## src/rtl/rf_wb_pkg.sv

```systemverilog
// Shared definitions for the register-file write-back stage: load width
// codes, the pending-load queue entry layout and a pointer-width helper.
package rf_wb_pkg;

    localparam logic [2:0] LB  = 3'b000;
    localparam logic [2:0] LH  = 3'b001;
    localparam logic [2:0] LW  = 3'b010;
    localparam logic [2:0] LBU = 3'b100;
    localparam logic [2:0] LHU = 3'b101;

    // One outstanding load: where it writes, how wide it is, and its byte offset.
    typedef struct packed {
        logic [4:0] rd;
        logic [2:0] funct3;
        logic [1:0] off;
    } ldEntry_t;

    // Index width for a queue of 'depth' entries; never narrower than one bit.
    function automatic int ptrWidth(input int depth);
        return (depth > 1) ? $clog2(depth) : 1;
    endfunction

endpackage

```

## src/rtl/rf_wb_load_align.sv

```systemverilog
// Load data alignment: shift the returned word down to the addressed byte,
// then truncate and sign- or zero-extend according to the load width code.
// Misaligned offsets are not trapped; the shifted word is simply truncated.
module rf_wb_load_align
    import rf_wb_pkg::*;
(
    input  logic [31:0] rspData_i,
    input  logic [2:0]  funct3_i,
    input  logic [1:0]  off_i,
    output logic [31:0] data_o
);

    logic [31:0] shifted;

    // Shift by the byte offset, then extend the selected width to a full word.
    always_comb begin
        shifted = rspData_i >> {off_i, 3'b000};
        case (funct3_i)
            LB:      data_o = {{24{shifted[7]}}, shifted[7:0]};
            LH:      data_o = {{16{shifted[15]}}, shifted[15:0]};
            LBU:     data_o = {24'h000000, shifted[7:0]};
            LHU:     data_o = {16'h0000, shifted[15:0]};
            LW:      data_o = shifted;
            default: data_o = shifted;
        endcase
    end

endmodule

```

## src/rtl/rf_writeback.sv

```systemverilog
// Write-back stage owning the single register-file write port. Merges ALU
// results with in-order load responses tracked in a pending-load queue and
// drives a registered write port. Responses always win the port; the ALU is
// held off while a queued load targets the same register so writes to one
// register land in program order.
// Optional feature macro: RF_WB_BYPASS_EN -- forwards the value sitting in
// the write-port register to the issue stage instead of reporting it busy.
module rf_writeback
    import rf_wb_pkg::*;
#(
    parameter int DEPTH = 4,
    parameter int XLEN  = 32
) (
    input  logic            clock,
    input  logic            reset,
    input  logic            alu_valid_i,
    output logic            alu_ready_o,
    input  logic [4:0]      alu_rd_i,
    input  logic [XLEN-1:0] alu_data_i,
    input  logic            ld_valid_i,
    output logic            ld_ready_o,
    input  logic [4:0]      ld_rd_i,
    input  logic [2:0]      ld_funct3_i,
    input  logic [1:0]      ld_off_i,
    input  logic            rsp_valid_i,
    input  logic [XLEN-1:0] rsp_data_i,
    input  logic [4:0]      rs1_i,
    input  logic [4:0]      rs2_i,
    output logic            rs1_busy_o,
    output logic            rs2_busy_o,
    output logic            wr_en_o,
    output logic [4:0]      wr_addr_o,
    output logic [XLEN-1:0] wr_data_o,
    output logic            rsp_orphan_o,
    output logic            rs1_fwd_o,
    output logic            rs2_fwd_o,
    output logic [XLEN-1:0] fwd_data_o
);

    localparam int AW = ptrWidth(DEPTH);

    ldEntry_t        entries_q [DEPTH];
    logic [AW:0]     wrPtr_q, wrPtr_d;
    logic [AW:0]     rdPtr_q, rdPtr_d;
    logic [AW:0]     count;
    logic [DEPTH-1:0] occupied;
    logic            empty, full;
    logic            enq, retire, aluFire;
    ldEntry_t        head;
    logic [XLEN-1:0] loadData;
    logic            rs1Queued, rs2Queued, aluQueued;

    logic            wrEn_q, wrEn_d;
    logic [4:0]      wrAddr_q, wrAddr_d;
    logic [XLEN-1:0] wrData_q, wrData_d;
    logic            orphan_q, orphan_d;

    // The extra pointer bit distinguishes a full queue from an empty one.
    assign empty = (wrPtr_q == rdPtr_q);
    assign full  = (wrPtr_q[AW] != rdPtr_q[AW]) &&
                   (wrPtr_q[AW-1:0] == rdPtr_q[AW-1:0]);

    // A same-cycle response cannot make room for this cycle's issue, and a
    // response only retires an entry that was already queued.
    assign ld_ready_o = !full;
    assign enq        = ld_valid_i && !full;
    assign retire     = rsp_valid_i && !empty;
    assign head       = entries_q[rdPtr_q[AW-1:0]];

    rf_wb_load_align u_align (
        .rspData_i (rsp_data_i),
        .funct3_i  (head.funct3),
        .off_i     (head.off),
        .data_o    (loadData)
    );

    // Mark which physical slots currently hold live entries.
    always_comb begin
        occupied = '0;
        count    = wrPtr_q - rdPtr_q;
        for (int i = 0; i < DEPTH; i++) begin
            occupied[i] = {1'b0, AW'(i) - rdPtr_q[AW-1:0]} < count;
        end
    end

    // Compare every live entry against the operand and ALU destinations.
    always_comb begin
        rs1Queued = 1'b0;
        rs2Queued = 1'b0;
        aluQueued = 1'b0;
        for (int i = 0; i < DEPTH; i++) begin
            if (occupied[i]) begin
                if (entries_q[i].rd == rs1_i)    rs1Queued = 1'b1;
                if (entries_q[i].rd == rs2_i)    rs2Queued = 1'b1;
                if (entries_q[i].rd == alu_rd_i) aluQueued = 1'b1;
            end
        end
    end

    assign alu_ready_o = !rsp_valid_i && !((alu_rd_i != 5'd0) && aluQueued);
    assign aluFire     = alu_valid_i && alu_ready_o;

    // Select the next write: a retiring load first, otherwise an accepted ALU result.
    always_comb begin
        wrEn_d   = 1'b0;
        wrAddr_d = wrAddr_q;
        wrData_d = wrData_q;
        orphan_d = rsp_valid_i && empty;
        rdPtr_d  = rdPtr_q + {{AW{1'b0}}, retire};
        wrPtr_d  = wrPtr_q + {{AW{1'b0}}, enq};
        if (retire) begin
            wrEn_d   = (head.rd != 5'd0);
            wrAddr_d = head.rd;
            wrData_d = loadData;
        end else if (aluFire) begin
            wrEn_d   = (alu_rd_i != 5'd0);
            wrAddr_d = alu_rd_i;
            wrData_d = alu_data_i;
        end
    end

    // Pointers, write port and orphan flag; reset flushes all pending loads.
    always_ff @(posedge clock or posedge reset) begin
        if (reset) begin
            wrPtr_q  <= '0;
            rdPtr_q  <= '0;
            wrEn_q   <= 1'b0;
            wrAddr_q <= 5'd0;
            wrData_q <= '0;
            orphan_q <= 1'b0;
        end else begin
            wrPtr_q  <= wrPtr_d;
            rdPtr_q  <= rdPtr_d;
            wrEn_q   <= wrEn_d;
            wrAddr_q <= wrAddr_d;
            wrData_q <= wrData_d;
            orphan_q <= orphan_d;
        end
    end

    // Queue payload storage; liveness is tracked by the pointers alone.
    always_ff @(posedge clock) begin
        if (enq) begin
            entries_q[wrPtr_q[AW-1:0]] <= '{rd: ld_rd_i, funct3: ld_funct3_i, off: ld_off_i};
        end
    end

    assign wr_en_o      = wrEn_q;
    assign wr_addr_o    = wrAddr_q;
    assign wr_data_o    = wrData_q;
    assign rsp_orphan_o = orphan_q;

`ifdef RF_WB_BYPASS_EN
    assign rs1_fwd_o  = wrEn_q && (wrAddr_q == rs1_i) && (rs1_i != 5'd0);
    assign rs2_fwd_o  = wrEn_q && (wrAddr_q == rs2_i) && (rs2_i != 5'd0);
    assign fwd_data_o = wrData_q;
    assign rs1_busy_o = (rs1_i != 5'd0) && rs1Queued;
    assign rs2_busy_o = (rs2_i != 5'd0) && rs2Queued;
`else
    assign rs1_fwd_o  = 1'b0;
    assign rs2_fwd_o  = 1'b0;
    assign fwd_data_o = '0;
    assign rs1_busy_o = (rs1_i != 5'd0) && (rs1Queued || (wrEn_q && (wrAddr_q == rs1_i)));
    assign rs2_busy_o = (rs2_i != 5'd0) && (rs2Queued || (wrEn_q && (wrAddr_q == rs2_i)));
`endif

endmodule

```

## config.mk

```make
export PLATFORM = sky130hd
export DESIGN_NAME = rf_writeback
export DESIGN_NICKNAME = d
export VERILOG_FILES = /design/src/rtl/rf_wb_pkg.sv /design/src/rtl/rf_wb_load_align.sv /design/src/rtl/rf_writeback.sv
export SDC_FILE = /design/constraint.sdc
export NUM_CORES = 1
export LEC_CHECK = 0
export BUFFER_PORTS_ARGS = -buffer_cell sky130_fd_sc_hd__buf_2
export CORE_MARGIN = 2
export CORE_UTILIZATION = 52
export CTS_CLUSTER_SIZE = 8
export DETAILED_ROUTE_END_ITERATION = 7
export HOLD_SLACK_MARGIN = 0.12
export PLACE_DENSITY = 0.81
export SLEW_MARGIN = 20
export SYNTH_ARGS = -nofsm -noshare
export SYNTH_HDL_FRONTEND = slang
export SYNTH_SLANG_ARGS = --single-unit
```

## constraint.sdc

```tcl
create_clock -name clock -period 4.8 [get_ports clock]
set_input_delay 0.96 -clock clock [delete_from_list [all_inputs] [get_ports clock]]
set_output_delay 0.96 -clock clock [all_outputs]
set_load 0.05 [all_outputs]
```

==> flow_summary.rst <==
.. list-table::
   :header-rows: 1

   * - Metric
     - Value
   * - Status
     - finished clean
   * - Hold/Removal Path Class
     - flop to flop
   * - Total DRC errors in the routed layout
     - 0
   * - Clk_skew
     - about 0.016 ns
   * - Required time of the worst setup path
     - 3.84 ns
   * - Cell breakdown of the critical path
     - inv_1 > ha_1 > inv_1 > fa_1 > inv_1 > ha_1 > nor2b_1 > o21ai_0 > nand4_1 > nor3_1 > a31oi_1 > o311ai_0 > o22a_1 > buf_2
   * - Most frequent standard cell in the layout excluding fill and tap cells
     - sky130_fd_sc_hd__buf_2
   * - DP Worst Slack
     - 0.670 ns
   * - Maximum clock insertion buffer count
     - 2
   * - TritonCTS clock tree
     - done
   * - Dpl hpwl
     - 11,300 microns
   * - Count of state elements after synthesis
     - 85
   * - Critical setup path kind
     - flop to output pin
   * - Slack of the critical path
     - 0.267 ns
   * - Worst Reg2Reg Path Length in Cells
     - 14
   * - Post-synthesis sequential area ratio
     - 0.428
   * - Worst EP arrival
     - 3.57 ns
   * - Final max-slew violation count
     - 0
   * - CP startpoint kind
     - flop
   * - Crit path capture type
     - output pin
   * - Worst vdd ir
     - 0.429 mV
   * - Highest-count cells in the layout ignoring fill and taps
     - 136 x sky130_fd_sc_hd__buf_2, 47 x sky130_fd_sc_hd__a21oi_1, 45 x sky130_fd_sc_hd__dfrtp_1
   * - Number of failing setup endpoints in the final timing report
     - 0
   * - Via count of the first global-routing pass
     - around 4,300
   * - First drt pass iteration count
     - 5
   * - Final Cycle Share
     - 0.944
   * - Hold Buf Count CTS
     - 0
   * - Synthesis warning total
     - 0
   * - Core area
     - 10,200 sq um
   * - Leakage power summed over all cells
     - 2.72 nW
   * - Critical path's top delay family
     - adder cells
   * - Cells resized by post-CTS repair
     - 0
   * - Beginning of the worst hold path
     - wr_data_o[18]$_DFFE_PP0P_
   * - Final estimated routing congestion in global placement
     - 0.961
   * - Total gr overflow
     - 0
   * - Setup repair after global routing missed its margin
     - no
   * - Final wirelength
     - 14,900 microns
   * - Worst-Margin Slew
     - between 1 and 1.5 ns
   * - Insertion delay to the later sink of the worst-skew pair
     - roughly 0.37 ns
   * - Setup fix buffers added after clock tree synthesis
     - 0
   * - Clock-pin slew of the registers on the worst-case setup and hold paths
     - ~0.09 ns
   * - Maximum number of pins on one net before global-route repair
     - 46
   * - Number of antenna violations at the first check in global routing
     - 1
   * - Crit-path most repeated cell
     - sky130_fd_sc_hd__inv_1
   * - CTS Root Cell
     - sky130_fd_sc_hd__clkbuf_8
   * - F_max
     - 221 MHz
   * - Initial core utilization
     - 0.531
   * - Global-route wire length before repair
     - around 22,000 microns
   * - Internal reg-to-reg setup slack
     - 1.03 ns
   * - DRT iter0 DRCs
     - 340
   * - Number of nets in the layout
     - 735
   * - Peak fanout along the critical path
     - 5
   * - Port buffer count
     - ~140
   * - Height of the die
     - between 100 and 150 microns
   * - Total power of the final layout
     - 4.62 mW
   * - Die X-Extent
     - 106 microns
   * - Ports
     - 171
   * - Yosys cell types
     - 43
   * - WL/cell
     - 19.3 microns
   * - Relative max-transition margin
     - 0.318
   * - Final critical-path required period
     - 4.53 ns
   * - Final hold viol count
     - 0
   * - Count of inserted antenna diode cells
     - 0
   * - Placement Rows
     - 37
   * - Post-detailed-route via-to-cell ratio
     - 5.67
   * - GRT Util Overall
     - 0.261
   * - Max stage delay on crit path
     - 0.47 ns
   * - Average footprint of a synthesized cell
     - 10.6 sq um
   * - Die footprint
     - between 10,000 and 15,000 sq um
   * - Sinks on the clock net
     - 85
   * - Maximum capacitance violations
     - 0
   * - Fraction of final layout cells sized beyond drive strength 1
     - 0.282
   * - Number of nets with antenna violations after detailed routing
     - 0
   * - Clock H-tree levels
     - 3
   * - Worst path slowest cell
     - sky130_fd_sc_hd__fa_1
   * - Setup TNS after final layout
     - 0 ns
   * - Number of clock buffers inserted by TritonCTS
     - 9
   * - Worst Hold Path EP
     - wr_data_o[18]$_DFFE_PP0P_
   * - Syn-to-layout area delta
     - 15.4%
   * - R2R Path End
     - wr_data_o[14]$_DFFE_PP0P_
   * - Total power density per cell area
     - approximately 740 nW/um^2
   * - Cell count of the worst hold path
     - 1
   * - Beginning of the worst register-to-register path
     - wrPtr_q[0]$_DFF_PP0_
   * - Total standard cell area after synthesis
     - 5430 sq um
   * - Synthesized instance count
     - 515
   * - Number of buffers and inverters on the critical path
     - 4
   * - Via count
     - 4,366
-- kinds of logic after synthesis --
| logic type | after synthesis | synth area share |
|---|---|---|
| compound gates | 101 | 0.117 |
| xor+xnor | 76 | 0.125 |
| fa+ha+maj | 12 | 0.0290 |
| buf+inv | 81 | 0.0836 |
| flops | 85 | 0.428 |
| mux | 51 | 0.123 |
| other cells | 1 | 0.000690 |
| simple gates | 108 | 0.0937 |
-- cells in the mapped netlist, drive strengths merged --
master | n | area (sq um)
or2 | 1 | 6.26
o311ai | 2 | 17.5
inv | 9 | 33.8
xnor2 | 34 | 298
mux2i | 33 | 330
conb | 1 | 3.75
ha | 11 | 138
nor4 | 2 | 12.5
and2 | 1 | 6.26
nand2b | 2 | 12.5
a31oi | 2 | 12.5
nand4 | 13 | 81.3
or4b | 1 | 10.0
mux2 | 8 | 90.1
nor2 | 28 | 105
edfxtp | 40 | 1200
clkbuf | 27 | 101
o221ai | 7 | 61.3
nor2b | 5 | 31.3
a21oi | 49 | 249
fa | 1 | 20.0
o22a | 2 | 17.5
nor3 | 13 | 65.1
buf | 45 | 319
nand3b | 1 | 7.51
nand3 | 1 | 5.00
o21ai | 22 | 114
mux4 | 10 | 248
or4 | 3 | 22.5
xor3 | 1 | 23.8
dfrtp | 45 | 1130
o2bb2ai | 16 | 140
o31ai | 1 | 21.3
xor2 | 41 | 359
and3 | 2 | 12.5
nand2 | 35 | 131
-- metrics by stage --
step                      cells  hold slack [ns]  cell area, sq um  utilization
final                       770            0.499              6270        0.613
after detailed placement    754            0.478              6070        0.593
after CTS                   770            0.498              6270        0.613
after floorplan             548            0.490              5560            -
after global routing        770            0.518              6270        0.613
after global placement      754            0.467              6070        0.593
-- flip-flops by register name, summed over array words and instances, names as in the netlist --
register	cells
rdPtr_q	3
wr_addr_o	5
wrPtr_q	3
wr_data_o	32
wr_en_o	1
rsp_orphan_o	1
entries_q	40
-- power breakdown --
part / switching, mW / internal [mW] / total [mW]
clock network: 0.284 / 0.228 / 0.512
logic: 1.92 / 0.907 / 2.83
registers: 0.225 / 1.06 / 1.28
-- routing by layer --
| layer | track usage | share of wire | vias to the layer above |
|---|---|---|---|
| met2 | 0.469 | 0.52 | 199 |
| met4 | 0.103 | 0.029 | 2 |
| met3 | 0.0595 | 0.067 | 45 |
| met5 | 0 | 0.00067 | - |
| met1 | 0.300 | 0.39 | 2122 |
| li1 | - | - | 1998 |
-- worst max path at each step --
| stage | slack [ns] | end | cells past startpoint | startpoint |
|---|---|---|---|---|
| 3_5_place_dp | 0.67 | rs2_busy_o | 12 | wrPtr_q[0]$_DFF_PP0_ |
| 2_1_floorplan | 0.90 | alu_ready_o | 10 | rdPtr_q[1]$_DFF_PP0_ |
| 4_1_cts | 0.22 | rs2_busy_o | 12 | wrPtr_q[0]$_DFF_PP0_ |
| 6_report | 0.27 | rs1_busy_o | 14 | wrPtr_q[0]$_DFF_PP0_ |
| 5_1_grt | 0.05 | rs2_busy_o | 14 | wrPtr_q[0]$_DFF_PP0_ |
| 3_3_place_gp | 0.80 | rs1_busy_o | 12 | wrPtr_q[0]$_DFF_PP0_ |
-- area by class of cell --
type	count	area (sq um)
Fill cell	837	3960
Multi-Input combinational cell	382	2800
Sequential cell	85	2330
Timing Repair Buffer	142	738
Tap cell	136	170
Clock buffer	10	149
Clock inverter	6	48.8
Inverter	9	33.8
Power figures use the tool's default switching activity.
